## src/rtl/axi4_lite_pkg.sv

```systemverilog
// axi4_lite_pkg: shared constants and FSM encoding for the AXI4-Lite write master.
package axi4_lite_pkg;

  // BRESP encodings
  localparam logic [1:0] BRESP_OKAY   = 2'b00;
  localparam logic [1:0] BRESP_EXOKAY = 2'b01;
  localparam logic [1:0] BRESP_SLVERR = 2'b10;
  localparam logic [1:0] BRESP_DECERR = 2'b11;

  // Unprivileged, secure, data access
  localparam logic [2:0] AWPROT_DEFAULT = 3'b000;

  // One-hot write sequencer states
  typedef enum logic [3:0] {
    ST_IDLE   = 4'b0001,
    ST_SEND   = 4'b0010,
    ST_WAIT_B = 4'b0100,
    ST_RESP   = 4'b1000
  } wr_state_e;

endpackage

```

## src/rtl/axi4_lite_hs_reg.sv

```systemverilog
// axi4_lite_hs_reg: valid-hold / done-flag cell for one AXI request channel.
// valid rises on load, stays high until the handshake, then done is recorded.
module axi4_lite_hs_reg (
  input  logic clk,
  input  logic rst,
  input  logic load,
  input  logic ready,
  output logic valid,
  output logic done,
  output logic fire
);

  logic valid_r;
  logic done_r;

  assign valid = valid_r;
  assign done  = done_r;
  // Handshake completing this cycle; feeds the sequencer's next-state decision only
  assign fire  = valid_r & ready;

  // Hold valid until accepted, then flag completion until the next load
  always_ff @(posedge clk) begin
    if (rst) begin
      valid_r <= 1'b0;
      done_r  <= 1'b0;
    end else if (load) begin
      valid_r <= 1'b1;
      done_r  <= 1'b0;
    end else if (valid_r && ready) begin
      valid_r <= 1'b0;
      done_r  <= 1'b1;
    end else begin
      valid_r <= valid_r;
      done_r  <= done_r;
    end
  end

endmodule

```

## src/rtl/axi4_lite_wr_master.sv

```systemverilog
// axi4_lite_wr_master: single-beat AXI4-Lite write master with a user
// request channel and a valid/ready response channel.
// Optional watchdog: define WR_TIMEOUT_EN to add the wr_timeout output.
module axi4_lite_wr_master
  import axi4_lite_pkg::*;
#(
  parameter int ADDR_W      = 32,
  parameter int DATA_W      = 32,
  localparam int STRB_W     = DATA_W / 8,
  parameter int TIMEOUT_CYC = 1024
) (
  input  logic              clk,
  input  logic              rst,
  input  logic [ADDR_W-1:0] wr_addr,
  input  logic [DATA_W-1:0] wr_data,
  input  logic [STRB_W-1:0] wr_strb,
  input  logic              wr_valid,
  output logic              wr_ready,
  output logic [1:0]        wr_resp,
  output logic              wr_resp_valid,
  input  logic              wr_resp_ready,
  output logic              busy,
  output logic [ADDR_W-1:0] m_axi_awaddr,
  output logic [2:0]        m_axi_awprot,
  output logic              m_axi_awvalid,
  input  logic              m_axi_awready,
  output logic [DATA_W-1:0] m_axi_wdata,
  output logic [STRB_W-1:0] m_axi_wstrb,
  output logic              m_axi_wvalid,
  input  logic              m_axi_wready,
  input  logic [1:0]        m_axi_bresp,
  input  logic              m_axi_bvalid,
  output logic              m_axi_bready
`ifdef WR_TIMEOUT_EN
  ,
  output logic              wr_timeout
`endif
);

  wr_state_e         state_r;
  logic              wr_ready_r;
  logic              busy_r;
  logic              bready_r;
  logic              resp_valid_r;
  logic [1:0]        resp_r;
  logic [ADDR_W-1:0] awaddr_r;
  logic [DATA_W-1:0] wdata_r;
  logic [STRB_W-1:0] wstrb_r;

  logic accept_s;
  logic aw_valid_s, aw_done_s, aw_fire_s, aw_fin_s;
  logic w_valid_s, w_done_s, w_fire_s, w_fin_s;

  assign accept_s = (state_r == ST_IDLE) & wr_valid & wr_ready_r;
  // A channel counts as finished in the cycle its handshake completes
  assign aw_fin_s = aw_done_s | aw_fire_s;
  assign w_fin_s  = w_done_s | w_fire_s;

  axi4_lite_hs_reg u_aw_hs (
    .clk   (clk),
    .rst   (rst),
    .load  (accept_s),
    .ready (m_axi_awready),
    .valid (aw_valid_s),
    .done  (aw_done_s),
    .fire  (aw_fire_s)
  );

  axi4_lite_hs_reg u_w_hs (
    .clk   (clk),
    .rst   (rst),
    .load  (accept_s),
    .ready (m_axi_wready),
    .valid (w_valid_s),
    .done  (w_done_s),
    .fire  (w_fire_s)
  );

  // Write sequencer: accept, issue AW/W, collect B, hand BRESP back to the user
  always_ff @(posedge clk) begin
    if (rst) begin
      state_r      <= ST_IDLE;
      wr_ready_r   <= 1'b1;
      busy_r       <= 1'b0;
      bready_r     <= 1'b0;
      resp_valid_r <= 1'b0;
      resp_r       <= BRESP_OKAY;
      awaddr_r     <= {ADDR_W{1'b0}};
      wdata_r      <= {DATA_W{1'b0}};
      wstrb_r      <= {STRB_W{1'b0}};
    end else begin
      case (state_r)
        ST_IDLE: begin
          if (wr_valid && wr_ready_r) begin
            awaddr_r   <= wr_addr;
            wdata_r    <= wr_data;
            wstrb_r    <= wr_strb;
            wr_ready_r <= 1'b0;
            busy_r     <= 1'b1;
            state_r    <= ST_SEND;
          end
        end
        ST_SEND: begin
          if (aw_fin_s && w_fin_s) begin
            bready_r <= 1'b1;
            state_r  <= ST_WAIT_B;
          end
        end
        ST_WAIT_B: begin
          if (m_axi_bvalid) begin
            resp_r       <= m_axi_bresp;
            bready_r     <= 1'b0;
            resp_valid_r <= 1'b1;
            state_r      <= ST_RESP;
          end
        end
        ST_RESP: begin
          // No new request in this cycle; wr_ready returns on the next one
          if (wr_resp_ready) begin
            resp_valid_r <= 1'b0;
            busy_r       <= 1'b0;
            wr_ready_r   <= 1'b1;
            state_r      <= ST_IDLE;
          end
        end
        default: begin
          state_r      <= ST_IDLE;
          wr_ready_r   <= 1'b1;
          busy_r       <= 1'b0;
          bready_r     <= 1'b0;
          resp_valid_r <= 1'b0;
        end
      endcase
    end
  end

  assign wr_ready      = wr_ready_r;
  assign wr_resp       = resp_r;
  assign wr_resp_valid = resp_valid_r;
  assign busy          = busy_r;
  assign m_axi_awaddr  = awaddr_r;
  assign m_axi_awprot  = AWPROT_DEFAULT;
  assign m_axi_awvalid = aw_valid_s;
  assign m_axi_wdata   = wdata_r;
  assign m_axi_wstrb   = wstrb_r;
  assign m_axi_wvalid  = w_valid_s;
  assign m_axi_bready  = bready_r;

`ifdef WR_TIMEOUT_EN
  localparam int               TO_CNT_W = $clog2(TIMEOUT_CYC + 1);
  localparam logic [TO_CNT_W-1:0] TO_LIMIT = TO_CNT_W'(TIMEOUT_CYC);
  localparam logic [TO_CNT_W-1:0] TO_LAST  = TO_CNT_W'(TIMEOUT_CYC - 1);

  logic [TO_CNT_W-1:0] to_cnt_r;
  logic                to_flag_r;

  // Watchdog: count cycles spent waiting on the slave; flag is sticky until next request
  always_ff @(posedge clk) begin
    if (rst) begin
      to_cnt_r  <= {TO_CNT_W{1'b0}};
      to_flag_r <= 1'b0;
    end else if (accept_s) begin
      to_cnt_r  <= {TO_CNT_W{1'b0}};
      to_flag_r <= 1'b0;
    end else if (((state_r == ST_SEND) || (state_r == ST_WAIT_B)) && (to_cnt_r != TO_LIMIT)) begin
      to_cnt_r  <= to_cnt_r + TO_CNT_W'(1);
      to_flag_r <= to_flag_r | (to_cnt_r == TO_LAST);
    end else begin
      to_cnt_r  <= to_cnt_r;
      to_flag_r <= to_flag_r;
    end
  end

  assign wr_timeout = to_flag_r;
`endif

endmodule

```

## config.mk

```make
export PLATFORM = sky130hd
export DESIGN_NAME = axi4_lite_wr_master
export DESIGN_NICKNAME = d
export VERILOG_FILES = /design/src/rtl/axi4_lite_pkg.sv /design/src/rtl/axi4_lite_hs_reg.sv /design/src/rtl/axi4_lite_wr_master.sv
export SDC_FILE = /design/constraint.sdc
export NUM_CORES = 1
export LEC_CHECK = 0
export BUFFER_PORTS_ARGS = -buffer_cell sky130_fd_sc_hd__buf_4
export CAP_MARGIN = 10
export CORE_UTILIZATION = 48
export CTS_CLUSTER_SIZE = 25
export DETAILED_ROUTE_END_ITERATION = 8
export GPL_ROUTABILITY_DRIVEN = 0
export MAX_ROUTING_LAYER = met4
export PLACE_DENSITY = 0.9
export SYNTH_ARGS = -nofsm -noshare
export SYNTH_HDL_FRONTEND = slang
export SYNTH_SLANG_ARGS = --single-unit
```

## constraint.sdc

```tcl
create_clock -name clk -period 3.1 [get_ports clk]
set_input_delay 0.31 -clock clk [delete_from_list [all_inputs] [get_ports clk]]
set_output_delay 0.31 -clock clk [all_outputs]
set_load 0.005 [all_outputs]
```

==> impl_metrics.tcl, run 1 <==
set metrics [dict create \
    clkTransAtPathRegs_ns 0.08 \
    grt_usage_pct 23.3 \
    cp.arrival_ns 2.25 \
    chipHeight_um 81.5 \
    ys_seq_elements 82 \
    numCtsBuffers 9 \
    layout_setup_ws_ns 1.02 \
    cp.required_ns 3.28 \
    drt_iter0_markers 121 \
    synth_top_flop_cell "dfxtp_1" \
    grt_start_max_net_pins 80 \
    drc 0 \
    insertion_delay_ns 0.34 \
    max-cap-violations 0 \
    period_needed_ns 2.08 \
    fin_worst_skew_ns 0.00921 \
    yosysWarnings 0 \
    postCtsHoldBufs 0 \
    syn_to_final_growth_pct 41.1 \
    start_util_pct 50.4 \
    synth_area_per_cell_um2 8.19 \
    synth.yosys.seq_area_share_pct 54.1 \
    fin_setup_tns_ns 0 \
    cts_resized 0 \
    core_mm2 0.00603 \
    drtPass1Iterations 4 \
    status "finished clean" \
    yosysTopAreaCellShare_pct 54.1 \
    vias 2966 \
    cp_max_fo 47 \
    synthTopCellsByArea "dfxtp_1 54%, nand2_1 17%, a21oi_1 13%" \
    fp.dieW_um 81.5 \
    wl_per_cell_um 13.0 \
    dp_hpwl_um 5370 \
    end_kind "register" \
    fmax_ghz 0.482 \
    register_area_mm2 0.00164 \
    antenna_found_initial 0 \
    num_antenna_cells 0 \
    cts_buffer_depth 2 \
    syn-cell-area_mm2 0.00304 \
    placed_area_mm2 0.00410 \
    postCtsSetupBuffers 0 \
    htree_levels 3 \
    criticalPathCategory "register to register" \
    final_area_mm2 0.00429 \
    num_rows 28 \
    cts_tree "built" \
    start_kind "register" \
    yosys.area.top_type "dfxtp_1" \
    final_antenna_net_count 0 \
    place_ws_ns 1.04 \
    hp-class "input pin to register" \
    multi_input_area_mm2 0.00117 \
    fill_cells 483 \
    ir_worst_vdd_mv 0.525 \
    tightest_slew_ns 0.793 \
    grt_overflow 0 \
    maxSlewHeadroom_pct 47.2 \
    static-leakage-power_uw 0.00193 \
    clock_sinks 82 \
    powerDensity_mw_per_mm2 630 \
    io_pins 156 \
    async_reset_ff_share_pct 0 \
    synth_commonest_cells "141 x nand2_1, 82 x dfxtp_1, 77 x a21oi_1, 16 x clkbuf_1, 7 x buf_8" \
    hold_viol 0 \
    grt_pass1_vias 2624 \
    finalSetupViolations 0 \
    io_buffers 152 \
    layout.nets 584 \
    grt_pass1_wl_um 11500 \
    period_share_pct 67.0 \
    synth_most_common_cell "nand2_1" \
    syn_inst 371 \
    wl_um 7640 \
    root_buffer "clkbuf_8" \
    dieArea_mm2 0.00665 \
    rsz0062_at_grt "no" \
    drive_gt1_share_pct 33.3 \
    report.final.slew_viol_count 0 \
    synth-edff-count 0 \
    synth_cell_type_count 28 \
    post_drt_via_cell_ratio 5.06 \
]
## final timing paths
path	from	to	slack, ns	cells past startpoint
setup reg to reg	state_r[0]$_SDFFE_PP1P_	m_axi_wdata[30]$_SDFFE_PP0P_	1.02	5
hold reg to reg	m_axi_awaddr[12]$_SDFFE_PP0P_	m_axi_awaddr[12]$_SDFFE_PP0P_	0.46	2
setup / recovery	state_r[0]$_SDFFE_PP1P_	m_axi_wdata[30]$_SDFFE_PP0P_	1.02	5
hold / removal	m_axi_bresp[1]	wr_resp[1]$_SDFFE_PP0P_	0.20	3
## critical path: stages (launching register included)
cell and delay (ns):
dfxtp_1 0.53, nor4b_4 0.32, nand3_2 0.48, buf_12 0.38
nand2_1 0.10, a21oi_1 0.08
## placed cells by master, fill, tap and decap left out, types with 3 or more instances in the layout
cell and count:
buf_4 152, nand2_1 141, dfxtp_1 82, a21oi_1 77, clkbuf_8 10, nor2_1 6, nor3_1 4, inv_1 3
o21ai_0 3, o21a_1 3, conb_1 3
## final cells by class
cell class                 count  share of cell area [%]
inverter                       3                   0.263
timing repair buffer         154                    27.6
tap                           75                    2.19
sequential                    82                    38.3
clock inverter                 3                   0.934
clock buffer                  12                    3.39
multi-input combinational    257                    27.4
## sequential cells by signal (all words and copies together) (netlist names)
name	count
u_aw_hs.valid	1
m_axi_awaddr	32
busy	1
wr_resp_valid	1
state_r	4
wr_ready	1
u_w_hs.done	1
m_axi_wstrb	4
u_aw_hs.done	1
m_axi_wdata	32
u_w_hs.valid	1
m_axi_bready	1
wr_resp	2
## cell families after synthesis
family	after synthesis	share of synthesized area, %
AO/OA/AOI/OAI	86	14.8
XOR/XNOR	1	0.288
buffers and inverters	34	7.79
flip-flops	82	54.1
multiplexers	2	0.659
other	1	0.123
AND/OR/NAND/NOR	165	22.3
## per-layer routing
metal,up-vias,routed length (um),global-route usage [%]
met5,-,0,-
met1,1356,3110,26.3
li1,1466,-,-
met2,129,3700,38.2
met4,0,159,11.8
met3,15,665,5.89
## power by group
part | switching, uW | leakage, uW | internal, uW
combinational | 344 | 0.00117 | 343
clock | 351 | 0.0000962 | 388
sequential | 86.5 | 0.000671 | 1190
total | 781 | 0.00193 | 1920
## metrics by stage
stage	std cells	util, %	hold slack [ns]	power (uW)
final	586	71.1	0.202	2700
after global placement	571	68.0	0.442	1960
after global routing	586	71.1	0.196	2860
after detailed placement	571	68.0	0.447	1990
after floorplan	373	-	0.446	1690
after CTS	586	71.1	0.193	2720
No activity file was read; power rests on OpenSTA's default activity.
==> run 2: changes to the inputs <==
--- a/config.mk
+++ b/config.mk
@@ -5,14 +5,15 @@
 export SDC_FILE = /design/constraint.sdc
 export NUM_CORES = 1
 export LEC_CHECK = 0
+export ABC_AREA = 1
 export BUFFER_PORTS_ARGS = -buffer_cell sky130_fd_sc_hd__buf_4
 export CAP_MARGIN = 10
-export CORE_UTILIZATION = 48
+export CORE_UTILIZATION = 40
 export CTS_CLUSTER_SIZE = 25
 export DETAILED_ROUTE_END_ITERATION = 8
 export GPL_ROUTABILITY_DRIVEN = 0
 export MAX_ROUTING_LAYER = met4
-export PLACE_DENSITY = 0.9
+export PLACE_DENSITY = 0.81
 export SYNTH_ARGS = -nofsm -noshare
 export SYNTH_HDL_FRONTEND = slang
 export SYNTH_SLANG_ARGS = --single-unit
==> constraint.sdc (replaced) <==
create_clock -name clk -period 1.9 [get_ports clk]
set_input_delay 0.19 -clock clk [delete_from_list [all_inputs] [get_ports clk]]
set_output_delay 0.19 -clock clk [all_outputs]
set_load 0.005 [all_outputs]
==> impl_metrics.tcl, run 2 <==
set metrics [dict create \
    cp.arrival_ns 1.78 \
    synth-edff-count 0 \
    static-leakage-power_uw 0.00221 \
    num_antenna_cells 0 \
    setup.worst_path.start "state_r[3]$_SDFFE_PP0P_" \
    cts_resized 0 \
    max-cap-violations 0 \
    powerDensity_mw_per_mm2 1050 \
    io_buffers 152 \
    drtPass1Iterations 4 \
    cp_max_fo 35 \
    num_rows 31 \
    yosysTopAreaCellShare_pct 55.1 \
    dp_hpwl_um 5300 \
    post_drt_via_cell_ratio 4.66 \
    fin_worst_skew_ns 0.00807 \
    ir_worst_vdd_mv 0.507 \
    final_antenna_net_count 0 \
    switching_share_pct 26.2 \
    reg2reg_to "m_axi_wdata[25]$_SDFFE_PP0P_" \
    numCtsBuffers 9 \
    criticalPathCategory "register to register" \
    drc 0 \
    path_delay_family "simple AND/OR/NAND/NOR gates" \
    grt_pass1_wl_um 11900 \
    hold_viol 0 \
    fill_cells 639 \
    report.final.slew_viol_count 0 \
    synth_cell_type_count 20 \
    dieArea_mm2 0.00780 \
    critical_path_depth 6 \
    yosys.area.top_type "dfxtp_1" \
    seq_power_share_pct 45.0 \
    fin_setup_tns_ns 0 \
    reg2reg_from "state_r[3]$_SDFFE_PP0P_" \
    grt_start_max_net_pins 43 \
    core_mm2 0.00721 \
    rr_worst_depth 6 \
    cts_tree "built" \
    period_needed_ns 1.51 \
    p_int_uw 3410 \
    clock_sinks 82 \
    wl_um 7670 \
    switching_power_uw 1210 \
    grt_pass1_vias 2700 \
    period_share_pct 79.4 \
    wl_per_cell_um 12.0 \
    placed_area_mm2 0.00417 \
    postCtsHoldBufs 0 \
    clockPowerShare_pct 33.1 \
    synth_most_common_cell "nor2_1" \
    crit_chain "nor2_1, nand2_2, nor2_4, buf_4, o21ai_0, nor2_1" \
    drt_iter0_markers 111 \
    cp.required_ns 2.18 \
    synth.yosys.seq_area_share_pct 55.1 \
    cp_slowest_stage_delay_ns 0.34 \
    start_kind "register" \
    grt_usage_pct 20.4 \
    htree_levels 3 \
    io_pins 156 \
    root_buffer "clkbuf_8" \
    end_kind "register" \
    synth_area_per_cell_um2 7.58 \
    antenna_found_initial 0 \
    fmax_ghz 0.663 \
    hp-class "input pin to register" \
    synth_commonest_cells "149 x nor2_1, 82 x dfxtp_1, 37 x o21ai_0, 34 x o21ai_1, 23 x nand2_1" \
    vias 2993 \
    async_reset_ff_share_pct 0 \
    layout_common_cells "158 x buf_4, 149 x nor2_1, 82 x dfxtp_1, 37 x o21ai_0, 34 x o21ai_1" \
    grt_overflow 0 \
    status "finished clean" \
    synthTopCellsByArea "dfxtp_1 55%, nor2_1 19%, o21ai_0 6.2%" \
    syn_to_final_growth_pct 48.3 \
    start_util_pct 41.3 \
    drive_gt1_share_pct 33.0 \
    final_area_mm2 0.00442 \
    critPathBufInv 1 \
    ys_seq_elements 82 \
    clkTransAtPathRegs_ns 0.08 \
    finalSetupViolations 0 \
    rrSetupSlack_ns 0.39 \
    yosysWarnings 0 \
    postCtsSetupBuffers 0 \
    rsz0062_at_grt "no" \
    layout.nets 615 \
    syn-cell-area_mm2 0.00298 \
    fp.dieW_um 88.3 \
    slowest_stage "dfxtp_1" \
    synth_top_flop_cell "dfxtp_1" \
    cts_buffer_depth 2 \
    critPathCapture "m_axi_wdata[25]$_SDFFE_PP0P_" \
    final_common_cell "buf_4" \
    chipHeight_um 88.3 \
    insertion_delay_ns 0.34 \
    cp_common_cell "nor2_1" \
    syn_inst 393 \
    combPwrFrac_pct 21.9 \
]
run 2: changes by cell type after synthesis, sizes merged, moves of 3 or more:
cell and delta:
buf +4, nand2 -117, nand4 +3, a21oi -69
nor2 +145, o21a -3, inv +15, o21ai +68
nor3 -4, clkbuf -9
run 2: area by class of cell:
cell class | instances | area [um^2] | share of cell area (%)
inverters | 18 | 67.6 | 1.53
clock inverters | 5 | 100 | 2.26
repair buffers | 158 | 1190 | 26.8
flip-flops and latches | 82 | 1640 | 37.1
clock buffers | 11 | 151 | 3.42
well taps | 99 | 124 | 2.80
multi-input cells | 269 | 1150 | 26.0
run 2: logic make-up after synthesis:
logic type | count (synthesis) | synth area share, %
flops | 82 | 55.1
compound gates | 80 | 13.5
simple gates | 186 | 24.7
other cells | 1 | 0.126
buf+inv | 44 | 6.59
run 2: metrics by stage:
stage | total power, uW | worst slack (ns) | instances | hold WS, ns | util [%]
4_1_cts | 4670 | 0.393 | 642 | 0.0499 | 61.3
3_3_place_gp | 3100 | 0.475 | 626 | 0.411 | 57.8
5_1_grt | 4900 | 0.163 | 642 | 0.0434 | 61.3
3_5_place_dp | 3130 | 0.415 | 626 | 0.419 | 57.8
2_1_floorplan | 2570 | 0.679 | 395 | 0.325 | -
6_report | 4620 | 0.391 | 642 | 0.0652 | 61.3
run 2: worst reg2reg max path, stage by stage (launching register included):
cell,delay [ns]
dfxtp_1,0.34
nor2_1,0.21
nand2_2,0.12
nor2_4,0.19
buf_4,0.35
o21ai_0,0.15
nor2_1,0.10
run 2: worst min path at each step:
stage,startpoint,endpoint,depth (start not counted)
after floorplan,wr_data[0],m_axi_wdata[0]$_SDFFE_PP0P_,2
after global placement,wr_addr[21],m_axi_awaddr[21]$_SDFFE_PP0P_,3
after detailed placement,wr_addr[7],m_axi_awaddr[7]$_SDFFE_PP0P_,3
after global routing,wr_data[5],m_axi_wdata[5]$_SDFFE_PP0P_,3
final,wr_data[7],m_axi_wdata[7]$_SDFFE_PP0P_,3
after CTS,wr_data[7],m_axi_wdata[7]$_SDFFE_PP0P_,3
run 2: layer usage:
metal / track usage (%) / share of wire, % / up-vias
met3: 7.18 / 6.3 / 10
li1: - / - / 1527
met2: 35.5 / 49 / 96
met5: - / 0 / -
met1: 21.6 / 43 / 1360
met4: 6.30 / 1.0 / 0
run 2: power groups by stage:
stage | registers, uW | logic, uW | clock network (uW)
after floorplan | 2120 | 452 | 0
after global placement | 2110 | 993 | 0
after detailed placement | 2110 | 1020 | 0
after CTS | 2080 | 1020 | 1570
after global routing | 2110 | 1140 | 1660
final | 2080 | 1010 | 1530
